`config.mk`:
```
export PLATFORM = sky130hd
export DESIGN_NAME = evm_v3
export DESIGN_NICKNAME = d
export VERILOG_FILES = /design/src/rtl/evm_v3.sv
export SDC_FILE = /design/constraint.sdc
export NUM_CORES = 1
export LEC_CHECK = 0
export ABC_AREA = 1
export CORE_MARGIN = 2
export CORE_UTILIZATION = 59
export CTS_BUF_LIST = sky130_fd_sc_hd__clkbuf_16
export CTS_CLUSTER_SIZE = 8
export DETAILED_ROUTE_END_ITERATION = 12
export PLACE_DENSITY = 0.8
export SLEW_MARGIN = 20
export SYNTH_ARGS = -nofsm -noshare
export SYNTH_HDL_FRONTEND = slang
export SYNTH_SLANG_ARGS = --single-unit
```
`constraint.sdc`:
```
create_clock -name clk -period 2 [get_ports clk]
set_input_delay 0.4 -clock clk [delete_from_list [all_inputs] [get_ports clk]]
set_output_delay 0.4 -clock clk [all_outputs]
set_load 0.01 [all_outputs]
```
`src/rtl/evm_v3.sv`:
```
// Four-candidate voting machine core: edge-detected one-hot votes, saturating tallies.
// Optional TOTAL_DISPLAY_EN adds a total-votes counter shown for buttons 4'b1111.
module evm_v3 #(
    parameter int CNT_W    = 8,
    parameter int NUM_CAND = 4
) (
    input  logic                clk,
    input  logic                reset,
    input  logic                mode,
    input  logic [NUM_CAND-1:0] candid_button,
    output logic [NUM_CAND-1:0] vot_logged,
    output logic                valid_vote,
    output logic                invalid_vote,
    output logic [CNT_W-1:0]    display_out
);

    logic [NUM_CAND-1:0] btn_q, btn_prev_q;
    logic                mode_q;
    logic [CNT_W-1:0]    cnt_q [NUM_CAND];
    logic [CNT_W-1:0]    cnt_d [NUM_CAND];
    logic [NUM_CAND-1:0] vot_q, vot_d;
    logic                valid_q, valid_d;
    logic                invalid_q, invalid_d;
    logic [CNT_W-1:0]    disp_q, disp_d;
`ifdef TOTAL_DISPLAY_EN
    logic [CNT_W-1:0]    total_q, total_d;
`endif

    logic                press;
    logic                one_hot;
    logic [CNT_W-1:0]    sel_cnt;

    assign press   = (btn_q != btn_prev_q) && (btn_q != '0);
    assign one_hot = (btn_q != '0) &&
                     ((btn_q & (btn_q - NUM_CAND'(1))) == '0);

    always_comb begin
        sel_cnt = '0;
        for (int i = 0; i < NUM_CAND; i++) begin
            if (btn_q[i]) sel_cnt = cnt_q[i];
        end
    end

    always_comb begin
        cnt_d     = cnt_q;
        vot_d     = vot_q;
        valid_d   = 1'b0;
        invalid_d = 1'b0;
        disp_d    = '0;
        if (!mode_q) begin
            if (press) begin
                if (one_hot) begin
                    valid_d = 1'b1;
                    vot_d   = btn_q;
                    for (int i = 0; i < NUM_CAND; i++) begin
                        if (btn_q[i] && cnt_q[i] != '1)
                            cnt_d[i] = cnt_q[i] + CNT_W'(1);
                    end
                end else begin
                    invalid_d = 1'b1;
                end
            end
        end else begin
            // Result mode: counters frozen, only the display is refreshed
            if (one_hot) begin
                disp_d = sel_cnt;
`ifdef TOTAL_DISPLAY_EN
            end else if (btn_q == '1) begin
                disp_d = total_q;
`endif
            end
        end
    end

`ifdef TOTAL_DISPLAY_EN
    always_comb begin
        total_d = total_q;
        if (valid_d && total_q != '1) total_d = total_q + CNT_W'(1);
    end

    always_ff @(posedge clk or posedge reset) begin
        if (reset) total_q <= '0;
        else       total_q <= total_d;
    end
`endif

    always_ff @(posedge clk or posedge reset) begin
        if (reset) begin
            btn_q      <= '0;
            btn_prev_q <= '0;
            mode_q     <= 1'b0;
            cnt_q      <= '{default: '0};
            vot_q      <= '0;
            valid_q    <= 1'b0;
            invalid_q  <= 1'b0;
            disp_q     <= '0;
        end else begin
            btn_q      <= candid_button;
            btn_prev_q <= btn_q;
            mode_q     <= mode;
            cnt_q      <= cnt_d;
            vot_q      <= vot_d;
            valid_q    <= valid_d;
            invalid_q  <= invalid_d;
            disp_q     <= disp_d;
        end
    end

    assign vot_logged   = vot_q;
    assign valid_vote   = valid_q;
    assign invalid_vote = invalid_q;
    assign display_out  = disp_q;

endmodule

```
After elaboration in Yosys (flattened, before gate mapping)
Cells that the tools add are included.
{"block": "classes", "n_addsub": 5, "n_eq_ne": 5, "mux": 12, "n_bitwise": 2, "n_reduce_logical": 13}
{"cell": "2-to-1 mux 8 bit", "n": 6}
{"cell": "adder 8 x 1 -> 8 bit (second input constant)", "n": 4}
{"cell": "!= test 8 bit (second input constant)", "n": 4}
{"cell": "AND reduction 4 bit", "n": 4}
{"cell": "logical AND 1 bit", "n": 6}
{"cell": "2-to-1 mux 1 bit", "n": 6}
{"cell": "bitwise AND 4 bit", "n": 1}
{"cell": "zero test 4 bit", "n": 1}
{"cell": "!= test 4 bit", "n": 1}
{"cell": "nonzero test 4 bit", "n": 1}
{"cell": "subtractor 4 x 1 -> 4 bit (second input constant)", "n": 1}
{"cell": "AND reduction 3 bit", "n": 1}
{"cell": "inverter 1 bit", "n": 1}
{"block": "totals", "ff_bits": 55, "in_bits": 7, "output_inout_bits": 14, "word_cells": 48}

Logic depth before layout (Yosys ltp)
{"block": "depth", "word_depth": 7, "ltp_mapped": 10, "depth_no_buf": 9}

Worst setup path after synthesis
Ideal clock, no wire load.
{"block": "synth_timing", "path_kind": "reg2reg", "start": "reg cnt_q[8] (netlist bit)", "end": "reg cnt_q[12] (netlist bit)", "setup_time_ps": 117, "arrival_ps": 1330, "required_ps": 1883, "path_slack_ps": 553, "stages_incl_launch_ff": 10, "path_buffers": 0, "period_less_slack_ps": 1447, "path_cell_list": "dfrtp_1 > ha_1 > nand2_1 > nor2_1 > nand2_1 > nand2_1 > nor2_4 > nand3_4 > nand2_1 > nand2_1"}
{"block": "synth_between", "elab_chain_len": 3, "elab_cells_between_ends": 4, "cone_classes": "add/sub (1); eq/ne (1); reduce/logical (2)"}
{"element": "start, declared", "line_no": "19", "text": "logic [CNT_W-1:0] cnt_q [NUM_CAND];"}
{"element": "start signal, assigned", "line_no": "101", "text": "cnt_q <= cnt_d;"}
{"element": "parallel branches: the longest is 3 deep, another holds adder 8 x 1 -> 8 bit"}
Parallel ways; which one is timed is not known.
A chain may end at the register's enable or synchronous reset.

Worst setup path after layout
{"block": "layout_timing", "start": "reg cnt_q[0] (netlist bit)", "end": "reg cnt_q[3] (netlist bit)"}
Same word-level chain as after synthesis.

==> summary.txt <==
Outcome
  • Status: finished, final reports clean

GRT
  • GR Util met2: 0.418
  • GR Overflow Total: 0
  • Vias in the first global route: 2529
  • Overall routing resource usage: 0.254
  • Largest net degree at the start of global routing: 56
  • Global-route wire length before repair: 12100 um
  • Gr busiest metal: met2
  • Met3 Use GR: 0.0388
  • Initial antenna violation count: 0
  • Met1 Track Usage GR: 0.350

Power and ir drop
  • Pwr dens: 780 mW/mm^2
  • Static leakage: 1.73 nW
  • Switching pwr: 0.000842 W
  • Net Sw Frac: 0.304
  • Sequential share of power: 0.510
  • Internal power: between 0.0015 and 0.002 W
  • Comb power frac: 0.195
  • Worst vdd ir: 594 uV
  • Clock power share: 0.294

Synthesis
  • Synthesized flop and latch total: 55
  • Library cells used by synthesis: 23
  • Post-Synthesis Cells: 409
  • Top-area cell type share of the netlist area: 0.438
  • Seq/Total Area, Yosys: 0.438
  • Synth warnings: 0
  • Syn_area_per_cell: 7.68 um^2
  • Synth Net Count: 420
  • Synth area leader: dfrtp_1
  • Area contributors post-synth: dfrtp_1 44%, nand2_1 20%, nand4_1 6.4%
  • Mapped cell area: 0.00314 mm^2

Die
  • Die H: 77.0 um
  • Die W: slightly below 80 um
  • DIE AREA: 0.00592 mm^2
  • I/O pins: 21
  • Core area: 0.00511 mm^2
  • Row cnt: 26
  • Initial core utilization: 0.615

Placed design
  • IO buf count: 20
  • Routability Congestion: just over 0.9
  • DP Wirelength: between 5000 and 6000 um
  • Pre-CTS WS: 278 ps

Timing
  • Setup ws final: 259 ps
  • Post-route setup TNS: 0 ps
  • RSZ-0062 raised after global routing: no
  • Clock skew: about 4.0 ps
  • Fmax: 574 MHz
  • Crit share post-route: 0.870
  • Final Hold Viols: 0
  • Fin crit period: 1740 ps
  • Pins Over Slew Limit: 0
  • Final Setup Violations: 0
  • Worst Max-Slew Pin Slew: between 500 and 600 ps
  • Slew HR: 0.656

Clock network
  • TritonCTS clock tree: done
  • Root Driver: clkbuf_16
  • H-tree Lvls: 2
  • Clock transition at path regs: 70 ps
  • CTS Buf Count: 5
  • Setup bufs post-CTS: 0
  • Hold buffer count at CTS: 0
  • Post-CTS sizing: 0
  • Clk buf depth: 2
  • Clock sinks: 55
  • Worst-Skew Late Latency: slightly below 300 ps

Critical path
  • Required @ worst endpoint: 2180 ps
  • Critical Path AT: between 1500 and 2000 ps
  • Crit Path Max Fanout: 9
  • Critical path cell sequence: ha_1, nand2_1, nor2_1, nand2_1, nand2_1, nor2_4, nand3_4, nand2_1, nand2_1
  • Critical-path top delay cell: dfrtp_1
  • CP peak stage delay: roughly 420 ps
  • Setup CP Type: flip-flop to flip-flop
  • Startpoint types: flip-flop
  • R2r worst-path depth: 9
  • R2R setup slack: 260 ps
  • Most frequent CP cell: nand2_1
  • CP Capture Type: flip-flop

Layout
  • Area growth from synthesis to layout: 12.9%
  • Share of layout cells above drive strength 1: 0.0739
  • Nets: 443
  • Fillers: 442
  • Ant diodes: 0

Hold path
  • Hold path depth: 2
  • Hold Path Class: flip-flop to flip-flop

Route
  • Remaining DRCs: 0
  • Final WL: 7200 um
  • Vias per cell: 5.47
  • Antenna viol nets, final: 0
  • WL/cell: 14.3 um
  • First-pass iteration count of the detailed router: 4
  • DRT iter0 DRCs: 215
  • Via count: about 2800

Job
  • Max Cap Viol: 0
-- metrics by stage --
stage / instances / utilization / hold WS, ps / total power (W) / cell area, um^2
after floorplan: 409 / - / 374 / 0.00177 / 3140
after global placement: 495 / 0.667 / 463 / 0.00194 / 3410
after detailed placement: 495 / 0.667 / 465 / 0.00196 / 3410
after CTS: 503 / 0.694 / 483 / 0.00278 / 3550
after global routing: 503 / 0.694 / 526 / 0.00293 / 3550
final: 503 / 0.694 / 480 / 0.00277 / 3550
-- cell usage in the layout, fill, tap and decap left out --
cell and count:
o211ai_1 8, clkbuf_16 5, nand3_1 10, nand3b_1 3, a21oi_4 1, xor2_1 10
nand2_2 1, buf_12 1, nor2_1 39, clkdlybuf4s50_1 20, a21oi_1 8, dfrtp_1 55
or2_2 3, buf_4 7, nand2_1 166, ha_1 4, inv_2 3, nor2_4 5
o21ai_0 16, clkinv_2 1, nand3_4 5, inv_1 28, nand4_1 32, xnor2_1 2
-- sequential cells by signal (all words and copies together), names as in the netlist --
name          cells
vot_logged        4
cnt_q            32
display_out       8
valid_vote        1
btn_prev_q        4
mode_q            1
invalid_vote      1
btn_q             4
-- per-layer routing --
layer	up-vias	part of all wire	routed length (um)
met2	59	0.50	3590
met5	-	0	0
met1	1309	0.46	3310
met3	4	0.034	248
met4	0	0.0071	51
li1	1379	-	-
-- final timing paths --
check	from	end
worst min-delay path	vot_logged[3]	vot_logged[3]
min in group asynchronous	reset	cnt_q[24]
worst max register to register	cnt_q[0]	cnt_q[3]
worst min register to register	vot_logged[3]	vot_logged[3]
max in group asynchronous	reset	display_out[2]
worst max-delay path	cnt_q[0]	cnt_q[3]
-- kinds of logic (layout without fill, tap and decap cells) --
group	count (synthesis)	after routing	share of synthesized area
and+or+nand+nor	264	264	0.386
buffers and inverters	41	65	0.0665
DFF	55	55	0.438
AOI/OAI and AO/OA	33	33	0.0602
adders and majority gates	4	4	0.0159
xor gates and xnor gates	12	12	0.0335
-- final cells by class --
type	instances	area, um^2	area share
Clock buffer	5	125	0.0353
Clock inverter	3	12.5	0.00353
Inverter	29	109	0.0307
Multi-Input combinational cell	313	1560	0.441
Sequential cell	55	1380	0.388
Tap cell	70	87.6	0.0247
Timing Repair Buffer	28	273	0.0769
-- worst max-delay path: cells and delay by family, from the launching register on --
kind                       cells  cell delay, ps
and+or+nand+nor                8             970
DFF                            1             420
adders and majority gates      1             240
-- cell usage after synthesis --
master	n
o211ai_1	8
nor2_4	5
buf_2	2
nor2_1	39
o21ai_0	16
inv_2	2
nand2_1	166
or2_2	3
ha_1	4
xnor2_1	2
inv_1	27
xor2_1	10
nand3b_1	3
nand3_1	10
buf_6	5
nand3_4	5
nand2_2	1
nand4_1	32
clkbuf_1	1
a21oi_1	8
buf_4	4
a21oi_2	1
dfrtp_1	55
-- power by group through the flow --
stage               registers (W)  logic [W]  clock network [W]
finish                    0.00141   0.000541           0.000814
global route              0.00143   0.000618           0.000877
CTS                       0.00141   0.000543           0.000833
detailed placement        0.00143   0.000536                  0
global placement          0.00142   0.000518                  0
floorplan                 0.00139   0.000380                  0
(Power assumes the default switching activity.)
==> RTL edit: new RTL, config.mk and constraints unchanged <==
Change the parameter `CNT_W` from 8 to 7.
--- a/src/rtl/evm_v3.sv
+++ b/src/rtl/evm_v3.sv
@@ -1,7 +1,7 @@
 // Four-candidate voting machine core: edge-detected one-hot votes, saturating tallies.
 // Optional TOTAL_DISPLAY_EN adds a total-votes counter shown for buttons 4'b1111.
 module evm_v3 #(
-    parameter int CNT_W    = 8,
+    parameter int CNT_W    = 7,
     parameter int NUM_CAND = 4
 ) (
     input  logic                clk,
Ports: changed (resized display_out); port bits go from 21 to 20. No check against the original RTL was run, so the function may have changed too.
==> RTL edit against the unedited design <==
Synthesized cell count shrank 16%. Core utilization grew 2.5 points. Synthesized area shrank 11%. Clock power shrank 1%. Total power shrank 4.4%. Cell area shrank 9.8%. Sequential cell count shrank 5. Worst setup slack lost 0.064 ns. Routed wire length shrank 18%. Critical path type unchanged. Highest routed layer unchanged.
==> RTL edit: results (changes against the unedited design) <==
Largest net degree at the start of global routing = 35 (was 56)
DR WL met3 = 291 um (was 248 um)
Max reg flops = 28 (was 32)
Drt pass-1 iters = 5 (was 4)
# port buffers = 19 (was 20)
CP peak stage delay = 0.55 ns (was 0.42 ns)
WL met2 = 2.95 mm (was 3.59 mm)
Sequential share of the synthesized area = 44.9% (was 43.8%)
Most instantiated cells after synthesis = nand2_1, dfrtp_1, nor2_1 (unchanged)
Arrival @ worst endpoint = 1.98 ns (was 1.92 ns)
Top post-synthesis cells by area = dfrtp_1, nand2_1, nand4_1 (unchanged)
Compound-Gate Fraction of Synth Area = 6.61% (was 6.02%)
DP Area = 3050 um^2 (was 3410 um^2)
Status = complete, no violations (unchanged)
Starting DRC count in detailed routing = 209 (was 215)
Net count after synthesis = 355 (was 420)
Worst hold path class = input port to asynchronous set/reset pin (was flip-flop to flip-flop)
GRT Total Usage = 25.7% (was 25.4%)
WL met1 = 2.54 mm (was 3.31 mm)
Xor and xnor fraction of the mapped netlist area = 3.78% (was 3.35%)
CP max FO = 17 (was 9)
Leak pwr = 1.61 nW (was 1.73 nW)
# fillers = 342 (was 442)
Least-Margin Pin Slew = 0.494 ns (was 0.515 ns)
Adder-Cell Fraction of Synth Area = 1.80% (was 1.59%)
Vias in the first global route = 2201 (was 2529)
Fraction of layout instances using a drive strength above 1 = 8.45% (was 7.39%)
Synth unique cells = 28 (was 23)
Drt total wl = 5.87 mm (was 7.20 mm)
First-pass GRT wire length = 10.5 mm (was 12.1 mm)
Drt via density = 5.68 (was 5.47)
Post-place setup slack = 0.177 ns (was 0.278 ns)
Synth Area per Inst = 8.09 um^2 (was 7.68 um^2)
Final Skew = 0.00356 ns (was 0.00403 ns)
PwrDens = 828 nW/um^2 (was 780 nW/um^2)
-- RTL edit: changes by cell type in the layout (fill, tap and decap cells not counted), sizes merged, moves of 2 or more --
cell    change
nand2      -37
nor2        -8
dfrtp       -5
nand4       -4
buf         -3
inv         -3
nand3       -3
nand3b      -2
-- RTL edit: power by group --
part / leakage, nW / internal [W] / total, W / switching, W
clock: 0.0724 / 0.000452 / 0.000803 / 0.000350
sequential: 0.652 / 0.00114 / 0.00131 / 0.000165
combinational: 0.887 / 0.000230 / 0.000536 / 0.000307
total: 1.61 / 0.00182 / 0.00265 / 0.000822
-- RTL edit: per-layer routing --
metal	GRT usage, %	vias up
met5	0	-
met4	9.26	0
met3	3.87	7
met2	43.4	73
met1	33.7	1123
li1	-	1175
-- RTL edit: worst paths after layout --
kind	start	endpoint	slack, ns	cells after the start
worst max-delay path	btn_q[1]	cnt_q[18]	0.20	8
worst min-delay path	reset	vot_logged[2]	0.42	2
worst max register to register	btn_q[1]	cnt_q[18]	0.20	8
worst min register to register	cnt_q[6]	cnt_q[6]	0.48	2
max in group asynchronous	reset	cnt_q[3]	1.11	3
min in group clk	cnt_q[6]	cnt_q[6]	0.48	2
-- RTL edit: cells by family (layout without fill, tap and decap cells) --
logic type / count (synthesis) / after routing
and+or+nand+nor: 211 / 211
xor gates and xnor gates: 12 / 12
DFF: 50 / 50
buffers and inverters: 36 / 59
AOI/OAI and AO/OA: 31 / 31
adders and majority gates: 4 / 4
-- RTL edit: cell type report --
cell class | instances | share of cell area, %
repair buffers | 24 | 7.91
multi-input cells | 258 | 43.4
flip-flops and latches | 50 | 39.2
inverters | 27 | 3.17
clock inverters | 3 | 0.391
well taps | 52 | 2.04
clock buffers | 5 | 3.91
